## config.mk

```make
export PLATFORM = sky130hd
export DESIGN_NAME = apb_multi_clk_counter
export DESIGN_NICKNAME = d
export VERILOG_FILES = /design/src/rtl/apb_multi_clk_counter_pkg.sv /design/src/rtl/apb_clk_counter_ch.sv /design/src/rtl/apb_multi_clk_counter.sv
export SDC_FILE = /design/constraint.sdc
export NUM_CORES = 1
export LEC_CHECK = 0
export ABC_AREA = 1
export BUFFER_PORTS_ARGS = -buffer_cell sky130_fd_sc_hd__buf_2
export CAP_MARGIN = 0
export CORE_ASPECT_RATIO = 1.5
export CORE_MARGIN = 1
export CORE_UTILIZATION = 25
export CTS_CLUSTER_SIZE = 30
export DETAILED_ROUTE_END_ITERATION = 16
export PLACE_DENSITY = 0.39
export SYNTH_ARGS = -nofsm -noshare
export SYNTH_HDL_FRONTEND = slang
export SYNTH_SLANG_ARGS = --single-unit
```

## constraint.sdc

```tcl
create_clock -name p_clk -period 2.5 [get_ports p_clk]
set_clock_uncertainty 0.2 [all_clocks]
set_input_delay 0.25 -clock p_clk [delete_from_list [all_inputs] [get_ports p_clk]]
set_output_delay 0.25 -clock p_clk [all_outputs]
set_load 0.01 [all_outputs]
```

## src/rtl/apb_multi_clk_counter_pkg.sv

```systemverilog
// apb_multi_clk_counter_pkg: channel state encoding, register offsets and control bit positions
package apb_multi_clk_counter_pkg;
   typedef enum logic [1:0] {ST_IDLE = 2'd0, ST_RUN = 2'd1, ST_HOLD = 2'd2} ch_state_e;
   localparam logic [1:0] OFF_CTRL   = 2'd0;
   localparam logic [1:0] OFF_STATUS = 2'd1;
   localparam logic [1:0] OFF_CNT_LO = 2'd2;
   localparam logic [1:0] OFF_CNT_HI = 2'd3;
   localparam logic [31:0] GOFF_GCTRL = 32'h0;
   localparam logic [31:0] GOFF_ID    = 32'h4;
   localparam logic [31:0] GOFF_END   = 32'h8;
   localparam int CTRL_START  = 0;
   localparam int CTRL_STOP   = 1;
   localparam int CTRL_CLEAR  = 2;
   localparam int CTRL_SAT    = 3;
   localparam int STATUS_OVF  = 2;
   localparam int GCTRL_START = 0;
   localparam int GCTRL_STOP  = 1;
endpackage

```

## src/rtl/apb_clk_counter_ch.sv

```systemverilog
// apb_clk_counter_ch: one counter channel with run/hold FSM, wrap/saturate, sticky overflow and upper-word shadow
module apb_clk_counter_ch
   import apb_multi_clk_counter_pkg::*;
#(
   parameter int CNT_W = 48
) (
   input  logic        clk_i,
   input  logic        rst_i,
   input  logic        start_i,
   input  logic        stop_i,
   input  logic        clear_i,
   input  logic        ovf_clr_i,
   input  logic        sat_wr_i,
   input  logic        sat_i,
   input  logic        lo_rd_i,
   output ch_state_e   state_o,
   output logic        ovf_o,
   output logic        sat_o,
   output logic [31:0] cnt_lo_o,
   output logic [31:0] cnt_hi_o
);
   localparam logic [CNT_W-1:0] MAX = '1;
   ch_state_e state_q, state_d;
   logic [CNT_W-1:0] cnt_q, cnt_d;
   logic ovf_q, ovf_d, sat_q, sat_d, run, at_max;
   logic [31:0] shadow_q, shadow_d;
   logic [63:0] cnt_ext;
   assign cnt_ext = 64'(cnt_q);
   always_ff @(posedge clk_i) begin
      if (rst_i) begin
         state_q  <= ST_IDLE;
         cnt_q    <= '0;
         ovf_q    <= 1'b0;
         sat_q    <= 1'b0;
         shadow_q <= '0;
      end else begin
         state_q  <= state_d;
         cnt_q    <= cnt_d;
         ovf_q    <= ovf_d;
         sat_q    <= sat_d;
         shadow_q <= shadow_d;
      end
   end
   // a STOP in the same write masks START even when STOP itself has no effect
   always_comb begin
      run      = state_q == ST_RUN;
      at_max   = run && cnt_q == MAX;
      state_d  = clear_i ? ST_IDLE
               : stop_i  ? (run ? ST_HOLD : state_q)
               : (start_i && !run) ? ST_RUN : state_q;
      cnt_d    = clear_i ? '0 : !run ? cnt_q : at_max ? (sat_q ? cnt_q : '0) : cnt_q + CNT_W'(1);
      ovf_d    = clear_i ? 1'b0 : at_max ? 1'b1 : ovf_clr_i ? 1'b0 : ovf_q;
      sat_d    = sat_wr_i ? sat_i : sat_q;
      shadow_d = clear_i ? '0 : lo_rd_i ? cnt_ext[63:32] : shadow_q;
   end
   assign state_o  = state_q;
   assign ovf_o    = ovf_q;
   assign sat_o    = sat_q;
   assign cnt_lo_o = cnt_ext[31:0];
   assign cnt_hi_o = shadow_q;
endmodule

```

## src/rtl/apb_multi_clk_counter.sv

```systemverilog
// apb_multi_clk_counter: zero-wait APB slave with NUM_CH independent p_clk interval counters
module apb_multi_clk_counter
   import apb_multi_clk_counter_pkg::*;
#(
   parameter int NUM_CH = 4,
   parameter int CNT_W  = 48
) (
   input  logic        p_clk,
   input  logic        prst,
   input  logic [31:0] p_addr,
   input  logic        p_sel,
   input  logic        p_en,
   input  logic        p_write,
   input  logic [31:0] p_wrdata,
   output logic        p_ready,
   output logic [31:0] p_rdata,
   output logic        p_slverr
);
   localparam logic [31:0] G = 32'(NUM_CH * 16);
   logic acc, in_ch, is_gctrl, is_id, err, wr_ok, rd_ok, g_wr, unused_wr;
   logic [1:0] off;
   logic [31:0] ch_rdata [NUM_CH];
   logic [31:0] rd;
   assign acc      = p_sel && p_en;
   assign in_ch    = p_addr < G;
   assign off      = p_addr[3:2];
   assign is_gctrl = p_addr == G + GOFF_GCTRL;
   assign is_id    = p_addr == G + GOFF_ID;
   assign err      = acc && (p_addr >= G + GOFF_END || p_addr[1:0] != 2'b00
                     || (p_write && ((in_ch && off[1]) || is_id)));
   assign wr_ok    = acc && p_write && !err;
   assign rd_ok    = acc && !p_write && !err;
   assign g_wr     = wr_ok && is_gctrl;
   assign unused_wr = ^p_wrdata[31:4];
   for (genvar c = 0; c < NUM_CH; c++) begin : g_ch
      logic hit, ctrl_wr, ovf, sat;
      logic [31:0] lo, hi;
      ch_state_e st;
      assign hit     = in_ch && p_addr[6:4] == 3'(c);
      assign ctrl_wr = wr_ok && hit && off == OFF_CTRL;
      apb_clk_counter_ch #(.CNT_W(CNT_W)) u_ch (
         .clk_i    (p_clk),
         .rst_i    (prst),
         .start_i  ((ctrl_wr && p_wrdata[CTRL_START]) || (g_wr && p_wrdata[GCTRL_START])),
         .stop_i   ((ctrl_wr && p_wrdata[CTRL_STOP]) || (g_wr && p_wrdata[GCTRL_STOP])),
         .clear_i  (ctrl_wr && p_wrdata[CTRL_CLEAR]),
         .ovf_clr_i(wr_ok && hit && off == OFF_STATUS && p_wrdata[STATUS_OVF]),
         .sat_wr_i (ctrl_wr),
         .sat_i    (p_wrdata[CTRL_SAT]),
         .lo_rd_i  (rd_ok && hit && off == OFF_CNT_LO),
         .state_o  (st),
         .ovf_o    (ovf),
         .sat_o    (sat),
         .cnt_lo_o (lo),
         .cnt_hi_o (hi)
      );
      assign ch_rdata[c] = !hit ? '0
                         : off == OFF_CTRL   ? {28'd0, sat, 3'd0}
                         : off == OFF_STATUS ? {29'd0, ovf, st}
                         : off == OFF_CNT_LO ? lo : hi;
   end
   always_comb begin
      rd = is_id ? {16'd0, 8'(CNT_W), 8'(NUM_CH)} : '0;
      for (int i = 0; i < NUM_CH; i++) rd = rd | ch_rdata[i];
   end
   assign p_ready  = 1'b1;
   assign p_rdata  = rd_ok ? rd : '0;
   assign p_slverr = err;
endmodule

```

; Yosys cells after proc, flatten, opt, wreduce, memory -nomap -nowiden
; Index checks and enable logic that the tools add are counted.
[word_totals]
ff_bits = 272
word_cells = 198
out_inout_bits = 34
[classes]
n_mux = 46
magnitude_cmp = 2
n_reduce_logical = 99
n_addsub = 4
bitwise_logic = 4
eq_ne = 23
[ops]
columns = operator, n
row1 = $mux 32, 17
row2 = $mux 48, 8
row3 = $add 48x1->48 const B, 4
row4 = $eq 48x48->1 const B, 4
row5 = $or 32x32->32, 3
row6 = $eq 32x7->1 const B, 2
row7 = $logic_and 1x1->1, 59
row8 = $ge 32x7->1 const B, 1
row9 = $lt 32x7->1 const B, 1
row10 = $or 14x32->32, 1
row11 = $mux 2, 12
row12 = $reduce_bool 2->1, 9
row13 = $ne 2x2->1 const B, 8
row14 = $reduce_and 2->1, 8
row15 = $mux 14, 1
row16 = $logic_or 1x1->1, 11
row17 = $eq 2x1->1 const B, 5
row18 = $mux 1, 8
row19 = $reduce_or 2->1, 4
row20 = $eq 3x2->1 const B, 2
row21 = $logic_not 1->1, 6
row22 = $eq 3x1->1 const B, 1
row23 = $logic_not 3->1, 1
row24 = $eq 2x2->1 const B, 1
row25 = $logic_not 2->1, 1

; Logic depth before layout (Yosys ltp)
; Gate-level depths: netlist (run 1).
[logic_depth]
word_depth = 15
mapped_depth = 14
mapped_depth_nobuf = 14

; Hierarchy
; A second synthesis (run 1) with hierarchy kept.
[hier_totals]
hier_cells = 3761
hier_area_um2 = 21453.1
[modules_own_cells]
columns = mod, area_per_inst_um2, instances, cells_each, seq_area_each_um2
row1 = apb_clk_counter_ch, 4516.8, 4, 754, 1361.3
row2 = apb_multi_clk_counter, 3385.7, 1, 745, 0.0

; Least setup slack after synthesis (run 1)
; No wires, ideal clock.
[synth_path]
kind = reg-to-reg
start = register g_ch[1].u_ch.cnt_q[0]
end = register g_ch[1].u_ch.cnt_q[4]
required_time_ns = 2.186
slack_ns = 0.265
arrival_ns = 1.921
setup_ns = 0.114
path_stages_with_launch = 13
path_buffers = 2
synth_period_minus_slack_ns = 2.235
path_cell_list = dfxtp_1 -> ha_1 -> inv_1 -> nor3_4 -> nand2_2 -> nor2_2 -> nand2_2 -> inv_2 -> a31oi_1 -> buf_2 -> buf_1 -> a21oi_1 -> nor2_1
[synth_between]
elab_chain_len = 4
elab_cells_between_ends = 6
[synth_rtl]
columns = item, line_no
row1 = start: declaration, apb_clk_counter_ch.sv:24  ; logic [CNT_W-1:0] cnt_q, cnt_d;
row2 = start signal: assignment, apb_clk_counter_ch.sv:38  ; cnt_q <= cnt_d;
row3 = branches (longest 4 deep; another with $add 48x1->48), n/a
; Parallel ways; which one is timed is not known.
; A chain may end at the register's enable or synchronous reset.

; Worst setup path in the final report (run 1)
[layout_path]
start = input p_addr[24]
end = output p_rdata[7]
[layout_between]
elab_chain_len = 9
elab_cells_between_ends = 24
[layout_rtl]
columns = item, line_no
row1 = start: declaration, apb_multi_clk_counter.sv:10  ; input logic [31:0] p_addr,
row2 = branches (longest 8 deep; another with $lt 32x7->1), n/a
row3 = $mux 32 *, apb_multi_clk_counter.sv:67  ; assign p_rdata = rd_ok ? rd : '0;
row4 = end: declaration, apb_multi_clk_counter.sv:16  ; output logic [31:0] p_rdata,
; Every way passes the cells marked *.

==> out/results.ini, run 1 <==
[run_status]
status = finished, violations left
violations = setup timing

[layout]
nets = 3279
layout-drive-gt1-share_pct = 23.2
area_growth_pct = 39.9
fin_area_um2 = 24800
layout_commonest_cell = nand2_1
finalCoreUtilization_pct = 35.3
layout_common_cells = nand2_1, nor2_1, buf_4
diodes = 0
instances_no_fill = 4136

[clock_tree]
cts.sinks = 272
cts_made_buffers = 34
root_buffer = clkbuf_16
htreeDepth = 2
cts_tree = yes
clk_latency_ns = 0.56
clk_path_buf_depth = 3
clkTransAtPathRegs_ns = 0.06

[die]
core_area_um2 = 70100
die_w_um = 219
fp.dieH_um = 328
die_area_um2 = 71900
start_util_pct = 25.3
rows = 119
io_pins = 103

[worst_hold_path]
hp-start = prst
hold_end = g_ch[0].u_ch.sat_o
hold_depth = 4
holdCritPathClass = in2reg

[setup_path]
cp.arrival_ns = 2.14
critical-path-max-stage-delay_ns = 0.26
cp_max_fo = 4
r2r_start = g_ch[3].u_ch.cnt_q[1]
path_buf_inv = 6
cp-end-kind = output pin
worstSetupPathType = in2out
slowest_stage = o31ai_4
critPathTopFamily = simple AND/OR/NAND/NOR gates
r2r-end = g_ch[3].u_ch.cnt_q[15]
required_ns = 2.05
ff2ff_path_depth = 12
startpoint_type = input pin
reg2reg_slack_ns = -0.09
crit_path_cell_trace = buf_6 -> nor2_2 -> nand2_1 -> nor2_1 -> nand2_2 -> nor2_4 -> buf_6 -> nand3_4 -> buf_16 -> buf_6 -> o31ai_4 -> a21oi_2 -> nand2_1 -> nand2_1 -> inv_1 -> buf_2

[global_route]
grt_use_total_pct = 23.6
grt_pass1_vias = 20235
grt_max_degree = 68
antenna_found_initial = 0
overflow = 0
grt_pass1_wl_um = 126000

[place]
postPlaceCellArea_um2 = 21500
gp_congestion = 0.923
place_ws_ns = -0.300
dp_hpwl_um = 69000
numPortBuffers = 73
place_inst = 4049

[synthesis]
postSynthCellCount = 2855
syn_avg_cell_area_um2 = 6.20
ys_types = 49
ys_seq_area_share_pct = 30.7
synth_nets = 2928
ys_top_cells_by_area = dfxtp_1, nand2_1, nor2_1
ys_ff_latch = 272
synth_largest_type_area_fraction_pct = 30.7
netlist_area_um2 = 17700
ys_async_sr_fraction_pct = 0
synth_top_area_cell = dfxtp_1
synth_edf_count = 0
ys.flop_type = dfxtp_1
synth_warnings = 0

[power]
power_density_nw_per_um2 = 421
switchingPower_mw = 2.35
finalPower_mw = 10.4
pwr-share-comb_pct = 3.3
swShare_pct = 22.6
pwr-share-seq_pct = 41.6
p_int_mw = 8.07
pwr-share-clk_pct = 55.1
ir_drop_uv = 546
p_leak_nw = 8.65

[drt]
drt_first_pass_iters = 6
drt-vias-per-instance = 4.90
wl_per_cell_um = 21.2
drc = 0
first_iter_violations = 1224
wl_um = 87700
antenna_left = 0
via_count = 20263

[timing]
setup_viol = 39
hold_viol = 0
slew_headroom_pct = 59.9
worst_slack_ns = -0.0925
finalCritPeriodShare_pct = 104
fin_setup_tns_ns = -1.55
max_freq_ghz = 0.386
period_minus_slack_ns = 2.59
worst_slew_pin_slew_ns = 0.596
rsz0062_at_grt = true
slew_violations = 0
holdWs_ns = 0.0275

[run]
drv_cap = 0

==> cells in the mapped netlist (all sizes together), types with 3 or more instances <==
| cell type | n |
|---|---|
| nor3b | 3 |
| clkbuf | 49 |
| inv | 245 |
| xnor2 | 33 |
| dfxtp | 272 |
| nor3 | 95 |
| nor4 | 22 |
| o21ai | 73 |
| nand2 | 819 |
| nand3 | 194 |
| a21oi | 276 |
| buf | 76 |
| a221oi | 16 |
| nand4 | 68 |
| o31ai | 13 |
| o211ai | 10 |
| nor2 | 421 |
| ha | 4 |
| xor2 | 128 |
| o22ai | 20 |
==> tightest hold or removal path, delay by kind of cell <==
family | cells | cell delay (ns)
AOI/OAI and AO/OA | 2 | 0.20
buffers and inverters | 2 | 0.28
==> logic make-up after synthesis <==
logic type,count (synthesis),synth area share (%)
AND/OR/NAND/NOR,1627,39.1
flip-flops,272,30.7
other,1,0.0212
adder cells (fa/ha/maj),4,0.283
buffers and inverters,372,8.90
AO/OA/AOI/OAI,418,12.9
XOR/XNOR,161,7.96
==> sequential cells by signal (all words and copies together) (netlist names) <==
| signal | cells |
|---|---|
| g_ch.u_ch.sat_o | 4 |
| g_ch.u_ch.ovf_o | 4 |
| g_ch.u_ch.state_o | 8 |
| g_ch.u_ch.cnt_hi_o | 64 |
| g_ch.u_ch.cnt_q | 192 |
==> area by class of cell <==
class	count	area, um2
clock buffer	45	996
fill	7642	45300
clock inverter	14	270
multi-input combinational	2211	12000
tap	907	1130
timing repair buffer	440	4030
sequential	272	5450
inverter	247	942
==> repair_timing <==
item                       in CTS  in global routing
gates cloned                    2                 10
pin swaps                      30                 73
hold endpoints to repair        4                  0
setup endpoints to repair      66                169
resized for setup             151                218
buffers inserted                9                 14
hold buffers                    1                  0
==> metal layers <==
metal	vias to the layer above	GRT usage (%)	share of wire (%)
li1	9988	-	-
met3	178	2.19	2.9
met4	0	12.1	5.8
met1	9646	24.7	38
met2	451	45.8	54
met5	-	0	0
==> power groups by stage <==
| stage | Sequential, mW | Clock, mW | Combinational, mW |
|---|---|---|---|
| floorplan | 4.43 | 0 | 0.150 |
| global placement | 4.43 | 0 | 0.294 |
| detailed placement | 4.43 | 0 | 0.293 |
| CTS | 4.33 | 5.92 | 0.320 |
| global route | 4.33 | 6.03 | 0.365 |
| finish | 4.33 | 5.75 | 0.340 |
==> worst max-delay path by stage <==
stage                                      from  slack (ns)  depth (start not counted)                     to
after floorplan           g_ch[1].u_ch.cnt_q[0]        0.27                         12  g_ch[1].u_ch.cnt_q[4]
after global placement               p_addr[15]       -0.33                         16             p_rdata[5]
after detailed placement             p_addr[16]       -0.30                         15             p_rdata[0]
after CTS                            p_addr[17]       -0.13                         15             p_rdata[0]
after global routing                  p_addr[8]       -0.21                         16             p_rdata[5]
final                                p_addr[24]       -0.09                         16             p_rdata[7]
No activity file was read; power rests on OpenSTA's default activity.
==> run 2: changes to the inputs <==
Settings changed: GPL_TIMING_DRIVEN set to 0, SYNTH_HIERARCHICAL set to 1.
==> out/results.ini, run 2 <==
[timing]
finalCritPeriodShare_pct = 103  ; -0.23 points
max_freq_ghz = 0.387  ; +0.23%
holdWs_ns = 0.189  ; +0.161 ns
setup_viol = 19  ; -51%
worst_slew_pin_slew_ns = 1.10  ; +0.505 ns
slew_headroom_pct = 26.0  ; -34 points
slew_violations = 0  ; unchanged
rsz0062_at_grt = true
worst_slack_ns = -0.0866  ; +0.00583 ns
period_minus_slack_ns = 2.59  ; -0.00583 ns
hold_viol = 0  ; unchanged

[drt]
first_iter_violations = 1389  ; +13%
via_count = 23577  ; +16%
wl_per_cell_um = 19.1  ; -9.7%
antenna_left = 0  ; unchanged
drt_first_pass_iters = 5  ; -1
drc = 0  ; unchanged
drt-vias-per-instance = 4.57  ; -6.8%
wl_um = 98800  ; +13%

[power]
power_density_nw_per_um2 = 385  ; -8.4%
p_leak_nw = 12.0  ; +39%
ir_drop_uv = 394  ; -28%
finalPower_mw = 10.4  ; +0.16%

[die]
die_area_um2 = 87000  ; +21%
io_pins = 103  ; unchanged
rows = 131  ; +10%
start_util_pct = 25.2  ; -0.036 points
die_w_um = 241  ; +10%
core_area_um2 = 85100  ; +21%
fp.dieH_um = 361  ; +10%

[synthesis]
synth_largest_type_area_fraction_pct = 25.4  ; -5.4 points
ys_types = 38  ; -22%
yosys-top-cells-count = nand2_1, nor2_1, inv_1
syn_avg_cell_area_um2 = 5.70  ; -8.0%
ys_top_cells_by_area = dfxtp_1, nand2_1, nor2_1
ys_seq_area_share_pct = 25.4  ; -5.4 points
netlist_area_um2 = 21500  ; +21%
ys.flop_type = dfxtp_1
synth_edf_count = 0  ; unchanged
synth_warnings = 6  ; +6
postSynthCellCount = 3761  ; +32%
ys_ff_latch = 272  ; unchanged
ys_async_sr_fraction_pct = 0  ; unchanged
synth_top_area_cell = dfxtp_1
yosysMostFrequentCell = nand2_1

[run]
drv_cap = 0  ; unchanged

[place]
place_inst = 5021  ; +24%
place_ws_ns = -1.28  ; -0.980 ns
numPortBuffers = 70  ; -4.1%
gp_congestion = 0.976  ; +5.8%
dp_hpwl_um = 79700  ; +15%

[global_route]
grt_pass1_wl_um = 145000  ; +15%
antenna_found_initial = 2  ; +2
grt_pass1_vias = 22994  ; +14%
grt_max_degree = 14  ; -79%
grt_use_total_pct = 22.6  ; -0.99 points
overflow = 0  ; unchanged

[clock_tree]
cts.sinks = 272  ; unchanged
root_buffer = clkbuf_16
clk_path_buf_depth = 3  ; unchanged
clk_latency_ns = 0.57  ; about the same
htreeDepth = 2  ; unchanged
clkTransAtPathRegs_ns = 0.06  ; about the same
cts_made_buffers = 35  ; +2.9%
cts_tree = yes

[worst_hold_path]
hp-start = p_wrdata[2]
hold_depth = 6  ; +2
holdCritPathClass = in2reg
hold_end = g_ch[0].u_ch/ovf_o

[layout]
final-seq-area_um2 = 5590  ; +2.5%
largest_register = g_ch.u_ch/cnt_q
layout-drive-gt1-share_pct = 21.9  ; -1.3 points
layout_commonest_cell = nand2_1
area_growth_pct = 26.3
largest_register_ffs = 192  ; unchanged
nets = 4081  ; +24%
fill_cells = 9703  ; +27%
instances_no_fill = 5162  ; +25%
layout_common_cells = nand2_1, nor2_1, inv_1
finalCoreUtilization_pct = 31.9  ; -3.5 points
multi_input_area_um2 = 13800  ; +15%

[setup_path]
r2r-end = g_ch[3].u_ch/cnt_q[39]
worstSetupPathType = in2out
r2r_start = g_ch[3].u_ch/cnt_q[1]
cp_max_fo = 5  ; +1
required_ns = 2.05  ; about the same
critical-path-max-stage-delay_ns = 0.17  ; -0.09 ns
cp.arrival_ns = 2.14  ; about the same
ff2ff_path_depth = 12  ; unchanged
cp-end-kind = output pin
crit_path_cell_trace = buf_6 -> nor2_1 -> nand2_1 -> nor2_4 -> nand2_4 -> nor2_8 -> buf_12 -> nand3_4 -> inv_4 -> buf_8 -> buf_8 -> buf_6 -> nand2_2 -> nand2_2 -> nand2_2 -> nand3_2 -> nand2_4 -> inv_2 -> buf_6
critPathTopFamily = simple AND/OR/NAND/NOR gates
slowest_stage = nor2_4
path_buf_inv = 8  ; +2
startpoint_type = input pin
reg2reg_slack_ns = 0.13  ; +0.22 ns

[run_status]
violations = setup timing
status = finished, violations left

## run 2: cell types whose count changed after synthesis, moves of 39 or more
cell,previous run,this run
nor3_1,82,28
xor2_1,128,20
nand2_1,813,1330
buf_4,24,201
mux2i_1,0,39
inv_1,228,351
nor2_1,407,596
a21oi_1,276,237
## run 2: worst reg2reg max path, cell delays in order, from the launching register on
cell and delay [ns]:
dfxtp_4 0.39, ha_4 0.20, nand2_2 0.08, nor2_4 0.15, nand2_4 0.11, nor2_4 0.19
nand2_1 0.07, nor2_1 0.27, nand2_1 0.30, nand2_1 0.12, nor2_1 0.05, nor2_1 0.08
nor2_1 0.04
## run 2: routing by layer
metal  part of all wire [%]  wire [um]  track usage (%)
met5                  0.012         12                0
met3                    3.0       2950             2.02
met1                     41      40300             26.0
met4                    4.6       4550             9.38
met2                     52      50900             41.9
## run 2: timing repair
action,in CTS,in global routing
hold buffers,3,0
cloned,1,3
endpoints found under the hold margin,4,0
pin swaps,62,62
buffers inserted,48,25
setup endpoints to repair,300,292
resized for setup,350,272
## run 2: kinds of logic (layout without fill, tap and decap cells)
| kind of cell | after synthesis | in the layout | synth area share, % |
|---|---|---|---|
| adders and majority gates | 4 | 4 | 0.233 |
| and+or+nand+nor | 2280 | 2280 | 43.3 |
| other | 5 | 67 | 0.0875 |
| AOI/OAI and AO/OA | 417 | 417 | 10.4 |
| buffers and inverters | 684 | 893 | 16.3 |
| DFF | 272 | 272 | 25.4 |
| xor gates and xnor gates | 60 | 60 | 2.45 |
| muxes | 39 | 39 | 1.82 |
## run 2: cell type report
type | count | share of cell area [%]
buffer | 321 | 8.92
timing repair buffer | 150 | 4.69
clock buffer | 48 | 3.86
clock inverter | 11 | 0.702
sequential | 272 | 20.6
inverter | 363 | 5.10
multi-input combinational | 2865 | 50.8
tap | 1130 | 5.22
antenna | 2 | 0.0185
## run 2: worst max-delay path by stage
stage | from | endpoint | slack [ns] | cells past startpoint
2_1_floorplan | p_addr[20] | g_ch[2].u_ch/cnt_q[16] | 0.18 | 14
3_3_place_gp | p_addr[2] | g_ch[3].u_ch/cnt_q[20] | -1.22 | 9
3_5_place_dp | p_addr[2] | g_ch[3].u_ch/cnt_q[16] | -1.28 | 9
4_1_cts | p_addr[19] | p_rdata[23] | -0.08 | 19
5_1_grt | p_addr[8] | p_rdata[27] | -0.18 | 19
6_report | p_addr[8] | p_rdata[27] | -0.09 | 19
## run 2: metrics by stage
stage	setup TNS, ns	area (um2)
floorplan	0	21700
global placement	-271.45	23400
detailed placement	-277.77	23400
CTS	-0.806	26200
global route	-3.79	27100
finish	-0.770	27100
## run 2: where the power goes
group | leakage, nW | switching, mW | internal, mW
sequential | 2.25 | 0.000000000131 | 4.33
clock | 0.596 | 2.22 | 3.43
combinational | 9.13 | 0.288 | 0.174
total | 12.0 | 2.50 | 7.93
==> run 3: changes to the inputs <==
==> constraint.sdc (replaced) <==
create_clock -name p_clk -period 2.5 [get_ports p_clk]
set_clock_uncertainty 0.2 [all_clocks]
set_input_delay 0.5 -clock p_clk [delete_from_list [all_inputs] [get_ports p_clk]]
set_output_delay 0.5 -clock p_clk [all_outputs]
set_load 0.01 [all_outputs]
==> out/results.ini, run 3 (same netlist as run 2, synthesis figures left out) <==
[setup_path]
cp-end-kind = output pin
cp-startpoint = p_addr[8]
ff2ff_path_depth = 12  ; unchanged
critical-path-max-stage-delay_ns = 0.20  ; +0.03 ns
startpoint_type = input pin
slowest_stage = nor2_8
cp.arrival_ns = 2.34  ; +0.20 ns
reg2reg_slack_ns = 0.12  ; about the same
worst-path-stages = 15  ; -4
required_ns = 1.80  ; -0.25 ns
crit_path_cell_trace = buf_6 -> nor2_2 -> nand2_2 -> nor2_4 -> nand2_4 -> nor2_8 -> buf_12 -> nand2_8 -> clkinv_8 -> buf_4 -> nand2_1 -> nand2_1 -> nor3_4 -> nor2_4 -> buf_6
critPathTopFamily = simple AND/OR/NAND/NOR gates
crit_end = p_rdata[1]
cp_max_fo = 10  ; +5
path_buf_inv = 5  ; -3
worstSetupPathType = in2out
r2r_start = g_ch[3].u_ch/cnt_q[0]
r2r-end = g_ch[3].u_ch/cnt_q[46]

[drt]
drt-vias-per-instance = 4.56  ; -0.15%
wl_um = 100000  ; +1.3%
antenna_left = 0  ; unchanged
drc = 0  ; unchanged
wl_per_cell_um = 19.3  ; +0.77%
via_count = 23660  ; +0.35%
first_iter_violations = 1313  ; -5.5%
drt_first_pass_iters = 7  ; +2

[power]
p_int_mw = 7.81  ; -1.5%
ir_drop_uv = 428  ; +8.6%
p_leak_nw = 12.4  ; +3.2%
switchingPower_mw = 2.60  ; +3.8%
swShare_pct = 25.0  ; +0.97 points
finalPower_mw = 10.4  ; -0.25%
pwr-share-seq_pct = 41.6  ; about the same
power_density_nw_per_um2 = 367  ; -4.7%
pwr-share-comb_pct = 6.4  ; +2.0 points
pwr-share-clk_pct = 52.0  ; -2.1 points

[timing]
slew_violations = 0  ; unchanged
rsz0062_at_grt = true
holdWs_ns = 0.132  ; -0.0572 ns
worst_slack_ns = -0.535  ; -0.449 ns
max_freq_ghz = 0.329  ; -15%
setup_viol = 129  ; +110
hold_viol = 0  ; unchanged
slew_headroom_pct = 45.2  ; +19 points
period_minus_slack_ns = 3.04  ; +0.449 ns
worst_slew_pin_slew_ns = 0.819  ; -0.282 ns
finalCritPeriodShare_pct = 121  ; +18 points
fin_setup_tns_ns = -19.98  ; -19.21 ns

[clock_tree]
clk_latency_ns = 0.57  ; about the same
holdBufCountCts = 0  ; -3
root_buffer = clkbuf_16
cts.sinks = 272  ; unchanged
cts_tree = yes
clk_path_buf_depth = 3  ; unchanged
clkTransAtPathRegs_ns = 0.06  ; about the same
cts_made_buffers = 34  ; -2.9%
htreeDepth = 2  ; unchanged

[global_route]
antenna_found_initial = 4  ; +2
grt_pass1_wl_um = 145000  ; -0.20%
grt_max_degree = 13  ; -1
grt_use_total_pct = 22.5  ; -0.099 points
grt_pass1_vias = 22727  ; -1.2%
overflow = 0  ; unchanged

[worst_hold_path]
holdCritPathClass = in2reg
hp-start = prst

[die]
die_w_um = 241  ; unchanged
io_pins = 103  ; unchanged
start_util_pct = 25.2  ; unchanged
fp.dieH_um = 361  ; unchanged
rows = 131  ; unchanged
core_area_um2 = 85100  ; unchanged
die_area_um2 = 87000  ; unchanged

[layout]
fill_cells = 9590  ; -1.2%
largest_register_ffs = 192  ; unchanged
fin_area_um2 = 28400  ; +4.6%
nets = 4104  ; +0.56%
area_growth_pct = 32.2
finalCoreUtilization_pct = 33.3  ; +1.5 points
layout-drive-gt1-share_pct = 25.4  ; +3.4 points
layout_common_cells = nand2_1, nor2_1, inv_1
layout_commonest_cell = nand2_1
largest_register = g_ch.u_ch/cnt_q

[run_status]
status = finished, violations left
violations = setup timing

[place]
numPortBuffers = 70  ; unchanged
gp_congestion = 0.907  ; -7.0%
dp_hpwl_um = 79300  ; -0.45%
postPlaceCellArea_um2 = 23500  ; +0.11%

[run]
drv_cap = 0  ; unchanged

run 3: changes by cell type in the layout (fill, tap and decap cells not counted), moves of 17 or more:
cell / delta
a21oi_1: -70
a21oi_2: +68
buf_6: +32
clkbuf_2: -20
dfxtp_1: +47
dfxtp_2: -43
nand2_1: -31
nand2_2: +20
o21ai_0: -39
o21ai_1: +17
o21ai_2: +22
run 3: worst min path at each step:
stage                         endpoint  slack, ns  cells past startpoint
floorplan           g_ch[3].u_ch/ovf_o       0.24                      2
global placement    g_ch[1].u_ch/ovf_o       0.27                      2
detailed placement  g_ch[0].u_ch/ovf_o       0.27                      2
CTS                 g_ch[3].u_ch/sat_o       0.08                      2
global route        g_ch[3].u_ch/sat_o       0.12                      2
finish              g_ch[3].u_ch/sat_o       0.13                      2
run 3: layout make-up:
cell class	instances	area, um2	area share, %
antenna	1	2.50	0.00883
buffer	319	2660	9.38
clock buffer	45	1020	3.58
clock inverter	17	170	0.600
inverter	363	1430	5.03
multi-input combinational	2865	14400	50.8
sequential	272	5520	19.5
tap	1130	1410	4.99
timing repair buffer	176	1750	6.16
run 3: stage by stage:
step / worst slack, ns / cells
floorplan: 0.00352 / 3821
global placement: -1.30 / 5021
detailed placement: -1.29 / 5021
CTS: -0.568 / 5141
global route: -0.661 / 5187
finish: -0.535 / 5188
run 3: metal layers:
metal  global-route usage, %  vias up  wire (um)
met5                       0        -         13
met4                    8.96        2       4760
met3                    2.08      162       2870
met2                    41.6      452      51500
met1                    26.2    10926      40900
li1                        -    12118          -
run 3: power groups by stage:
stage,Clock [mW],Sequential (mW),Combinational (mW)
global placement,0,4.43,0.416
global route,5.75,4.33,0.711
finish,5.41,4.33,0.667
detailed placement,0,4.43,0.415
CTS,5.60,4.33,0.468
floorplan,0,4.43,0.264
run 3: timing repair:
| action | in CTS | in global routing |
|---|---|---|
| setup endpoints to repair | 301 | 290 |
| buffers inserted | 57 | 38 |
| pin swaps | 55 | 104 |
| cloned | 1 | 12 |
| gates resized for setup | 378 | 546 |
